File: src/rtl/decode_ibuf_if.sv
// Signal bundle between F1 (enqueue side), decode (dequeue side) and decode_ibuf.
// master = F1/decode environment, slave = the buffer itself.
interface decode_ibuf_if #(
    parameter int XLEN  = 64,
    parameter int DEPTH = 8,
    parameter int ENQ_W = 2,
    parameter int DEQ_W = 2
);
    localparam int CW = $clog2(DEPTH + 1);
    localparam int AW = $clog2(DEQ_W + 1);

    logic                    flush_i;
    logic [ENQ_W-1:0]        f1_valid_i;
    logic [ENQ_W*XLEN-1:0]   f1_pc_i;
    logic [ENQ_W*32-1:0]     f1_inst_i;
    logic                    f1_ready_o;
    logic [DEQ_W-1:0]        dec_valid_o;
    logic [DEQ_W*XLEN-1:0]   dec_pc_o;
    logic [DEQ_W*32-1:0]     dec_inst_o;
    logic [DEQ_W-1:0]        dec_endsim_o;
    logic [AW-1:0]           dec_accept_i;
    logic [CW-1:0]           count_o;
    logic                    halted_o;

    modport master (
        output flush_i, f1_valid_i, f1_pc_i, f1_inst_i, dec_accept_i,
        input  f1_ready_o, dec_valid_o, dec_pc_o, dec_inst_o, dec_endsim_o,
               count_o, halted_o
    );

    modport slave (
        input  flush_i, f1_valid_i, f1_pc_i, f1_inst_i, dec_accept_i,
        output f1_ready_o, dec_valid_o, dec_pc_o, dec_inst_o, dec_endsim_o,
               count_o, halted_o
    );
endinterface

File: src/rtl/decode_ibuf.sv
// Multi-lane circular instruction buffer between F1 and decode with per-lane endsim detect.
// Optional sticky endsim halt is built when DECODE_IBUF_ENDSIM_HALT_EN is defined.

module decode_ibuf_chk #(
    parameter int DEPTH = 8,
    parameter int ENQ_W = 2,
    parameter int CW    = 4
) (
    input logic             clk,
    input logic             rst,
    input logic [ENQ_W-1:0] f1_valid,
    input logic [CW-1:0]    count
);
    logic [ENQ_W-1:0] valid_inc_s;

    assign valid_inc_s = f1_valid + ENQ_W'(1);

    // A prefix mask 0..01..1 plus one has no bits in common with itself.
    a_prefix_mask: assert property (@(posedge clk) disable iff (rst)
        ((f1_valid & valid_inc_s) == {ENQ_W{1'b0}}));

    a_count_bound: assert property (@(posedge clk) disable iff (rst)
        (count <= CW'(DEPTH)));
endmodule

module decode_ibuf #(
    parameter int XLEN  = 64,
    parameter int DEPTH = 8,
    parameter int ENQ_W = 2,
    parameter int DEQ_W = 2
) (
    input logic          clk,
    input logic          rst,
    decode_ibuf_if.slave bus
);
    localparam int CW = $clog2(DEPTH + 1);
    localparam int PW = $clog2(DEPTH);
    localparam int EW = XLEN + 32;
    localparam logic [31:0] ENDSIM_INST = 32'h0000_006b;

    // Each slot holds {pc, inst}.
    logic [EW-1:0]          mem_r [DEPTH];
    logic [PW-1:0]          head_r;
    logic [PW-1:0]          tail_r;
    logic [CW-1:0]          count_r;

    logic                   halted_s;
    logic [CW-1:0]          free_s;
    logic                   ready_s;
    logic                   enq_en_s;
    logic [CW-1:0]          n_enq_s;
    logic [CW-1:0]          n_valid_s;
    logic [CW-1:0]          accept_s;
    logic [CW-1:0]          n_deq_raw_s;
    logic [CW-1:0]          n_deq_s;
    logic [CW-1:0]          count_next_s;
    logic [DEQ_W-1:0]       lane_valid_s;
    logic [DEQ_W-1:0]       lane_endsim_s;
    logic [DEQ_W*XLEN-1:0]  lane_pc_s;
    logic [DEQ_W*32-1:0]    lane_inst_s;

    function automatic logic [CW-1:0] popcount_enq(input logic [ENQ_W-1:0] v);
        logic [CW-1:0] n;
        n = {CW{1'b0}};
        for (int k = 0; k < ENQ_W; k++) begin
            n = n + CW'(v[k]);
        end
        return n;
    endfunction

    // Enqueue admission: a whole group must fit, judged on the registered count only.
    always_comb begin
        free_s = CW'(DEPTH) - count_r;
        if (halted_s) begin
            ready_s = 1'b0;
        end else begin
            ready_s = (free_s >= CW'(ENQ_W));
        end
        enq_en_s = ready_s & ~bus.flush_i;
        if (enq_en_s) begin
            n_enq_s = popcount_enq(bus.f1_valid_i);
        end else begin
            n_enq_s = {CW{1'b0}};
        end
    end

    // Present the oldest entries; invalid lanes read as zero.
    always_comb begin
        lane_valid_s  = {DEQ_W{1'b0}};
        lane_endsim_s = {DEQ_W{1'b0}};
        lane_pc_s     = {(DEQ_W*XLEN){1'b0}};
        lane_inst_s   = {(DEQ_W*32){1'b0}};
        n_valid_s     = {CW{1'b0}};
        for (int k = 0; k < DEQ_W; k++) begin
            if (!halted_s && (count_r > CW'(k))) begin
                lane_valid_s[k]        = 1'b1;
                lane_pc_s[k*XLEN +: XLEN] = mem_r[head_r + PW'(k)][EW-1:32];
                lane_inst_s[k*32 +: 32]   = mem_r[head_r + PW'(k)][31:0];
                lane_endsim_s[k]       = (mem_r[head_r + PW'(k)][31:0] == ENDSIM_INST);
                n_valid_s              = n_valid_s + CW'(1);
            end else begin
                lane_valid_s[k]  = 1'b0;
                lane_endsim_s[k] = 1'b0;
            end
        end
    end

    // Clamp the decode accept to the lanes actually presented.
    always_comb begin
        accept_s = CW'(bus.dec_accept_i);
        if (accept_s < n_valid_s) begin
            n_deq_raw_s = accept_s;
        end else begin
            n_deq_raw_s = n_valid_s;
        end
    end

`ifdef DECODE_IBUF_ENDSIM_HALT_EN
    logic          halted_r;
    logic          halt_set_s;
    logic [CW-1:0] clip_s;

    // Stop consuming right after the oldest accepted endsim lane; scan downwards so the lowest hit wins.
    always_comb begin
        clip_s     = n_deq_raw_s;
        halt_set_s = 1'b0;
        for (int k = DEQ_W - 1; k >= 0; k--) begin
            clip_s     = (lane_endsim_s[k] && (CW'(k) < n_deq_raw_s)) ? CW'(k + 1) : clip_s;
            halt_set_s = halt_set_s | (lane_endsim_s[k] && (CW'(k) < n_deq_raw_s));
        end
        n_deq_s = clip_s;
    end

    // Sticky halt flag, cleared only by reset or flush.
    always_ff @(posedge clk) begin
        if (rst) begin
            halted_r <= 1'b0;
        end else if (bus.flush_i) begin
            halted_r <= 1'b0;
        end else if (halt_set_s) begin
            halted_r <= 1'b1;
        end else begin
            halted_r <= halted_r;
        end
    end

    assign halted_s = halted_r;
`else
    assign n_deq_s  = n_deq_raw_s;
    assign halted_s = 1'b0;
`endif

    assign count_next_s = count_r + n_enq_s - n_deq_s;

    // Pointer and occupancy state; flush empties the queue regardless of traffic.
    always_ff @(posedge clk) begin
        if (rst) begin
            head_r  <= {PW{1'b0}};
            tail_r  <= {PW{1'b0}};
            count_r <= {CW{1'b0}};
        end else if (bus.flush_i) begin
            head_r  <= {PW{1'b0}};
            tail_r  <= {PW{1'b0}};
            count_r <= {CW{1'b0}};
        end else begin
            head_r  <= head_r + PW'(n_deq_s);
            tail_r  <= tail_r + PW'(n_enq_s);
            count_r <= count_next_s;
        end
    end

    // Storage write; lane k of a prefix group lands at tail+k.
    always_ff @(posedge clk) begin
        for (int k = 0; k < ENQ_W; k++) begin
            if (enq_en_s && bus.f1_valid_i[k]) begin
                mem_r[tail_r + PW'(k)] <= {bus.f1_pc_i[k*XLEN +: XLEN], bus.f1_inst_i[k*32 +: 32]};
            end
        end
    end

    assign bus.f1_ready_o   = ready_s;
    assign bus.dec_valid_o  = lane_valid_s;
    assign bus.dec_pc_o     = lane_pc_s;
    assign bus.dec_inst_o   = lane_inst_s;
    assign bus.dec_endsim_o = lane_endsim_s;
    assign bus.count_o      = count_r;
    assign bus.halted_o     = halted_s;

    decode_ibuf_chk #(
        .DEPTH (DEPTH),
        .ENQ_W (ENQ_W),
        .CW    (CW)
    ) u_chk (
        .clk      (clk),
        .rst      (rst),
        .f1_valid (bus.f1_valid_i),
        .count    (count_r)
    );
endmodule

File: src/flat_wrapper.sv
// flat-port wrapper written by rule: the top's interface ports become plain ports
module decode_ibuf_flat 
#(
    parameter int XLEN  = 64,
    parameter int DEPTH = 8,
    parameter int ENQ_W = 2,
    parameter int DEQ_W = 2
)
  (clk, rst, bus_flush_i, bus_f1_valid_i, bus_f1_pc_i, bus_f1_inst_i, bus_dec_accept_i, bus_f1_ready_o, bus_dec_valid_o, bus_dec_pc_o, bus_dec_inst_o, bus_dec_endsim_o, bus_count_o, bus_halted_o);
  decode_ibuf_if #(.XLEN(XLEN), .DEPTH(DEPTH), .ENQ_W(ENQ_W), .DEQ_W(DEQ_W)) bus_i ();
  input logic clk;
  input logic rst;
  input wire logic [$bits(bus_i.flush_i)-1:0] bus_flush_i;
  input wire logic [$bits(bus_i.f1_valid_i)-1:0] bus_f1_valid_i;
  input wire logic [$bits(bus_i.f1_pc_i)-1:0] bus_f1_pc_i;
  input wire logic [$bits(bus_i.f1_inst_i)-1:0] bus_f1_inst_i;
  input wire logic [$bits(bus_i.dec_accept_i)-1:0] bus_dec_accept_i;
  output wire logic [$bits(bus_i.f1_ready_o)-1:0] bus_f1_ready_o;
  output wire logic [$bits(bus_i.dec_valid_o)-1:0] bus_dec_valid_o;
  output wire logic [$bits(bus_i.dec_pc_o)-1:0] bus_dec_pc_o;
  output wire logic [$bits(bus_i.dec_inst_o)-1:0] bus_dec_inst_o;
  output wire logic [$bits(bus_i.dec_endsim_o)-1:0] bus_dec_endsim_o;
  output wire logic [$bits(bus_i.count_o)-1:0] bus_count_o;
  output wire logic [$bits(bus_i.halted_o)-1:0] bus_halted_o;
  assign bus_i.flush_i = bus_flush_i;
  assign bus_i.f1_valid_i = bus_f1_valid_i;
  assign bus_i.f1_pc_i = bus_f1_pc_i;
  assign bus_i.f1_inst_i = bus_f1_inst_i;
  assign bus_i.dec_accept_i = bus_dec_accept_i;
  assign bus_f1_ready_o = bus_i.f1_ready_o;
  assign bus_dec_valid_o = bus_i.dec_valid_o;
  assign bus_dec_pc_o = bus_i.dec_pc_o;
  assign bus_dec_inst_o = bus_i.dec_inst_o;
  assign bus_dec_endsim_o = bus_i.dec_endsim_o;
  assign bus_count_o = bus_i.count_o;
  assign bus_halted_o = bus_i.halted_o;
  decode_ibuf #(.XLEN(XLEN), .DEPTH(DEPTH), .ENQ_W(ENQ_W), .DEQ_W(DEQ_W)) u_core (.clk(clk), .rst(rst), .bus(bus_i));
endmodule
File: config.mk
export PLATFORM = sky130hd
export DESIGN_NAME = decode_ibuf_flat
export DESIGN_NICKNAME = d
export VERILOG_FILES = /design/src/rtl/decode_ibuf_if.sv /design/src/rtl/decode_ibuf.sv /design/src/flat_wrapper.sv
export SDC_FILE = /design/constraint.sdc
export NUM_CORES = 2
export LEC_CHECK = 0
export ABC_CLOCK_PERIOD_IN_PS = 29900
export CORE_MARGIN = 1
export CORE_UTILIZATION = 55
export DETAILED_ROUTE_END_ITERATION = 7
export PLACE_DENSITY = 0.77
export SYNTH_ARGS = -nofsm -noshare
export SYNTH_HDL_FRONTEND = slang
export SYNTH_SLANG_ARGS = --single-unit
File: constraint.sdc
create_clock -name clk -period 29.9 [get_ports clk]
set_clock_uncertainty 0.2 [all_clocks]
set_input_delay 7.475 -clock clk [delete_from_list [all_inputs] [get_ports clk]]
set_output_delay 7.475 -clock clk [all_outputs]
set_load 0.005 [all_outputs]
# [Word level (Yosys, flattened, before mapping)]
# Memories as Yosys holds them, arrays and structs flattened. A register that Yosys moved wholly into a read port is not among the register bits.
# Cells that the tools add are included.
[classes] muxes=17 addsub=9 mul=0 n_shift=0 eq_ne=2 magnitude_cmp=4 bitwise_logic=2 div_mod_pow=0 reduce_logical=3
[ops] op="$mux 64" count=2
[ops] op="$eq 32x7->1 const B" count=2
[ops] op="$mux 32" count=2
[ops] op="$mux 4" count=3
[ops] op="$mux 1" count=9
[ops] op="$gt 4x1->1 const B" count=2
[ops] op="$add 3x1->3 const B" count=2
[ops] op="$add 3x3->3" count=2
[ops] op="$add 4x1->4 const B" count=1
[ops] op="$add 4x4->4" count=1
[ops] op="$ge 4x2->1 const B" count=1
[ops] op="$lt 2x4->1" count=1
[ops] op="$sub 4x4->4" count=1
[ops] op="$sub 4x4->4 const A" count=1
[ops] op="$mux 3" count=1
[ops] op="$add 1x1->2" count=1
[ops] op="$logic_and 1x1->1" count=2
[ops] op="$reduce_or 2->1" count=1
[ops] op="$and 1x1->1" count=1
[ops] op="$not 1->1" count=1
[totals] input_bits=199 output_inout_bits=202 reg_bits=10 romBits=0 latch_bits=0 mem_count=1 mem_bits_rw=768 wordCells=41
[memory_table] name="u_core.mem_r" words=8 width=96 rd=2 rd_clocked_by_memory_dff=1 write_ports=2 line_no="decode_ibuf.sv:42" rtl="logic [EW-1:0] mem_r [DEPTH];"

# [Longest topological paths before layout]
[logic_depth] ltp_word=8 mapped_depth=19

# [Least setup slack after synthesis]
# No wires, ideal clock.
[synth_timing] kind="in2reg" from="in bus_flush_i" to="mem u_core.mem_r[4][0] (netlist name), enable pin" setup_ns=0.693 arrival_time_ns=14.883 cell_stages=4 slack_ns=14.124 path_cell_list="inv_1 o31a_2 nand3_1 o31ai_1"
[synth_rtl] element="start: declaration" line_no="flat_wrapper.sv:13" rtl="input wire logic [$bits(bus_i.flush_i)-1:0] bus_flush_i;"
[synth_rtl] element="end: declaration" line_no="decode_ibuf.sv:42"

==> impl_metrics.py <==
metrics = {
    "global_route": {
        "grt_max_degree": 67,
        "grt_pass1_vias": 30942,
        "grt_pass1_wl_mm": 200,
        "grt.total_usage_pct": 32.1,
        "overflow": 0,
        "antenna_found_initial": 39,
    },
    "place": {
        "hpwl_mm": 77.5,
        "placed_cells": 4137,
        "finalWeightedCongestion": 0.900,
        "numPortBuffers": 399,
        "place_area_mm2": 0.0503,
    },
    "timing": {
        "timing.final.max_slew_violations": 0,
        "finalCritPeriodShare_pct": 46.4,
        "fmax_mhz": 72.1,
        "relSlewSlack_pct": 19.7,
        "finalHoldViolCount": 0,
        "tns_ps": 0,
        "rsz0062_at_grt": "no",
        "setup_violations": 0,
        "tightestPinTransition_ps": 1200,
        "holdWs_ps": 406,
        "fin_crit_ps": 13870,
    },
    "synth": {
        "netlist_area_mm2": 0.0457,
        "synth-seq-cells": 778,
        "syn_inst": 2842,
        "synthTopCellsByArea": "edfxtp_1, mux4_2, mux2_2",
        "syn_nets": 3062,
        "async_reset_ff_share_pct": 0,
        "ys.flop_type": "edfxtp_1",
        "synth_top_area_cell": "edfxtp_1",
        "avgSynthCellArea_um2": 16.1,
        "yosysUniqueCellTypes": 58,
        "ys_warn_count": 0,
        "synth.most_common_cell": "edfxtp_1",
        "synthTopCellsByCount": "edfxtp_1, mux2_2, mux4_2",
        "seq_area_frac_synth_pct": 50.9,
        "synth_edf_count": 768,
        "synth_top_area_share_pct": 50.4,
    },
    "clocking": {
        "cts_tree": "yes",
        "numCtsBuffers": 87,
        "root_buffer": "clkbuf_16",
        "path_clk_slew_ps": 60,
        "cts_hold_buf": 0,
        "htreeDepth": 3,
        "clk_latency_ps": 630,
        "clockBufferDepth": 3,
        "cts_sinks": 778,
        "cts-resized-gates": 0,
        "post-cts-setup-buffers": 0,
    },
    "detailed_routing": {
        "drt-total-wl_mm": 136,
        "drt_first_pass_iters": 7,
        "via_count": 29550,
        "wl_per_cell_um": 31.6,
        "initialDrtViolationCount": 3129,
        "vias_per_cell": 6.85,
        "route.detailed.drc": 0,
        "final_antenna_net_count": 0,
    },
    "pwr": {
        "ir_worst_vdd_mv": 0.120,
        "leakage_uw": 0.0170,
        "power.density_mw_per_mm2": 81.1,
    },
    "flow_run": {
        "max_cap_viol_count": 0,
    },
    "outcome": {
        "status": "complete, no violations",
    },
    "finish": {
        "drive_gt1_share_pct": 40.6,
        "nFillCells": 5654,
        "stdcell_count": 4317,
        "utilization_pct": 64.6,
        "fin_nets": 3376,
        "area_growth_pct": 16.2,
        "finalInstanceArea_mm2": 0.0532,
    },
    "die": {
        "die-area_mm2": 0.0843,
        "die_h_um": 290,
        "fp.coreArea_mm2": 0.0822,
        "io_pins": 401,
        "row_count": 105,
        "initial_core_util_pct": 55.6,
        "die_w_um": 290,
    },
    "worst_setup_path": {
        "end_kind": "output pin",
        "critPathMaxFanout": 59,
        "cp.arrival_ps": 6200,
        "critical_path_class": "register to output pin",
        "cp-start-kind": "register",
        "worstPathRequired_ps": 22230,
    },
    "worst_hold_path": {
        "hp-class": "register to register",
    },
}
[path summary, 6_finish.rpt]
path | start | end | slack [ps] | cells past startpoint
worst min register to register | u_core.tail_r[2] | u_core.tail_r[2] | 410 | 2
worst min-delay path | u_core.tail_r[2] | u_core.tail_r[2] | 410 | 2
worst max-delay path | u_core.head_r[1] | bus_dec_endsim_o[0] | 16030 | 9
worst max register to register | u_core.bus.count_o[0] | u_core.mem_r[6][52] | 25060 | 9
[layer usage]
layer	GRT usage [%]	vias to the layer above	share of wire [%]
met5	0	-	0.20
li1	-	12159	-
met3	6.40	311	9.4
met2	53.1	1668	50
met1	41.6	15368	37
met4	13.2	44	3.4
[where the power goes]
group	internal [uW]	switching, uW
registers	1280	46.4
logic	952	959
clock network	624	446
total	2860	1450
[layout make-up]
class	instances	area, um^2	share of cell area [%]
Antenna cell	19	47.5	0.0895
Inverter	16	60.1	0.113
Multi-Input combinational cell	1820	21200	40.0
Clock inverter	48	433	0.815
Clock buffer	113	2360	4.44
Timing Repair Buffer	453	4400	8.28
Tap cell	1070	1340	2.52
Sequential cell	778	23300	43.8
[stage by stage]
step,setup slack (ps),power (uW)
detailed placement,16680,3250
global placement,16730,3220
finish,16030,4310
global route,15850,4460
CTS,15990,4310
floorplan,14120,2400
[state kept, by name (all words and copies together), names as in the netlist]
| name | count |
|---|---|
| u_core.mem_r | 768 |
| u_core.bus.count_o | 4 |
| u_core.head_r | 3 |
| u_core.tail_r | 3 |
[kinds of logic after synthesis]
group	synth area share (%)
adder cells (fa/ha/maj)	0.640
XOR/XNOR	0.170
AO/OA/AOI/OAI	1.90
other	0.00820
flip-flops	50.9
multiplexers	39.6
buffers and inverters	3.09
AND/OR/NAND/NOR	3.74
[worst max-delay path: stages (launching register included)]
cell	delay, ps
dfxtp_4	810
buf_4	740
buf_4	820
buf_4	950
mux4_2	370
mux2i_1	80
or4bb_1	530
nor3_1	240
and4_1	310
clkdlybuf4s50_1	520
[layout by cell type, fill, tap and decap left out, drive strengths merged, types with 5 or more instances in the layout]
cell type	count
edfxtp	768
mux2	768
clkdlybuf4s50	399
mux4	353
nand2	223
mux2i	128
nor2	118
clkbuf	113
a21oi	80
buf	54
clkinv	34
a32oi	31
diode	19
inv	19
and3	18
ha	17
dfxtp	10
bufinv	8
and2	8
o21ai	8
a22oi	6
nor4	6
nand3	5
nand4	5
xnor2	5
Power figures use the tool's default switching activity.
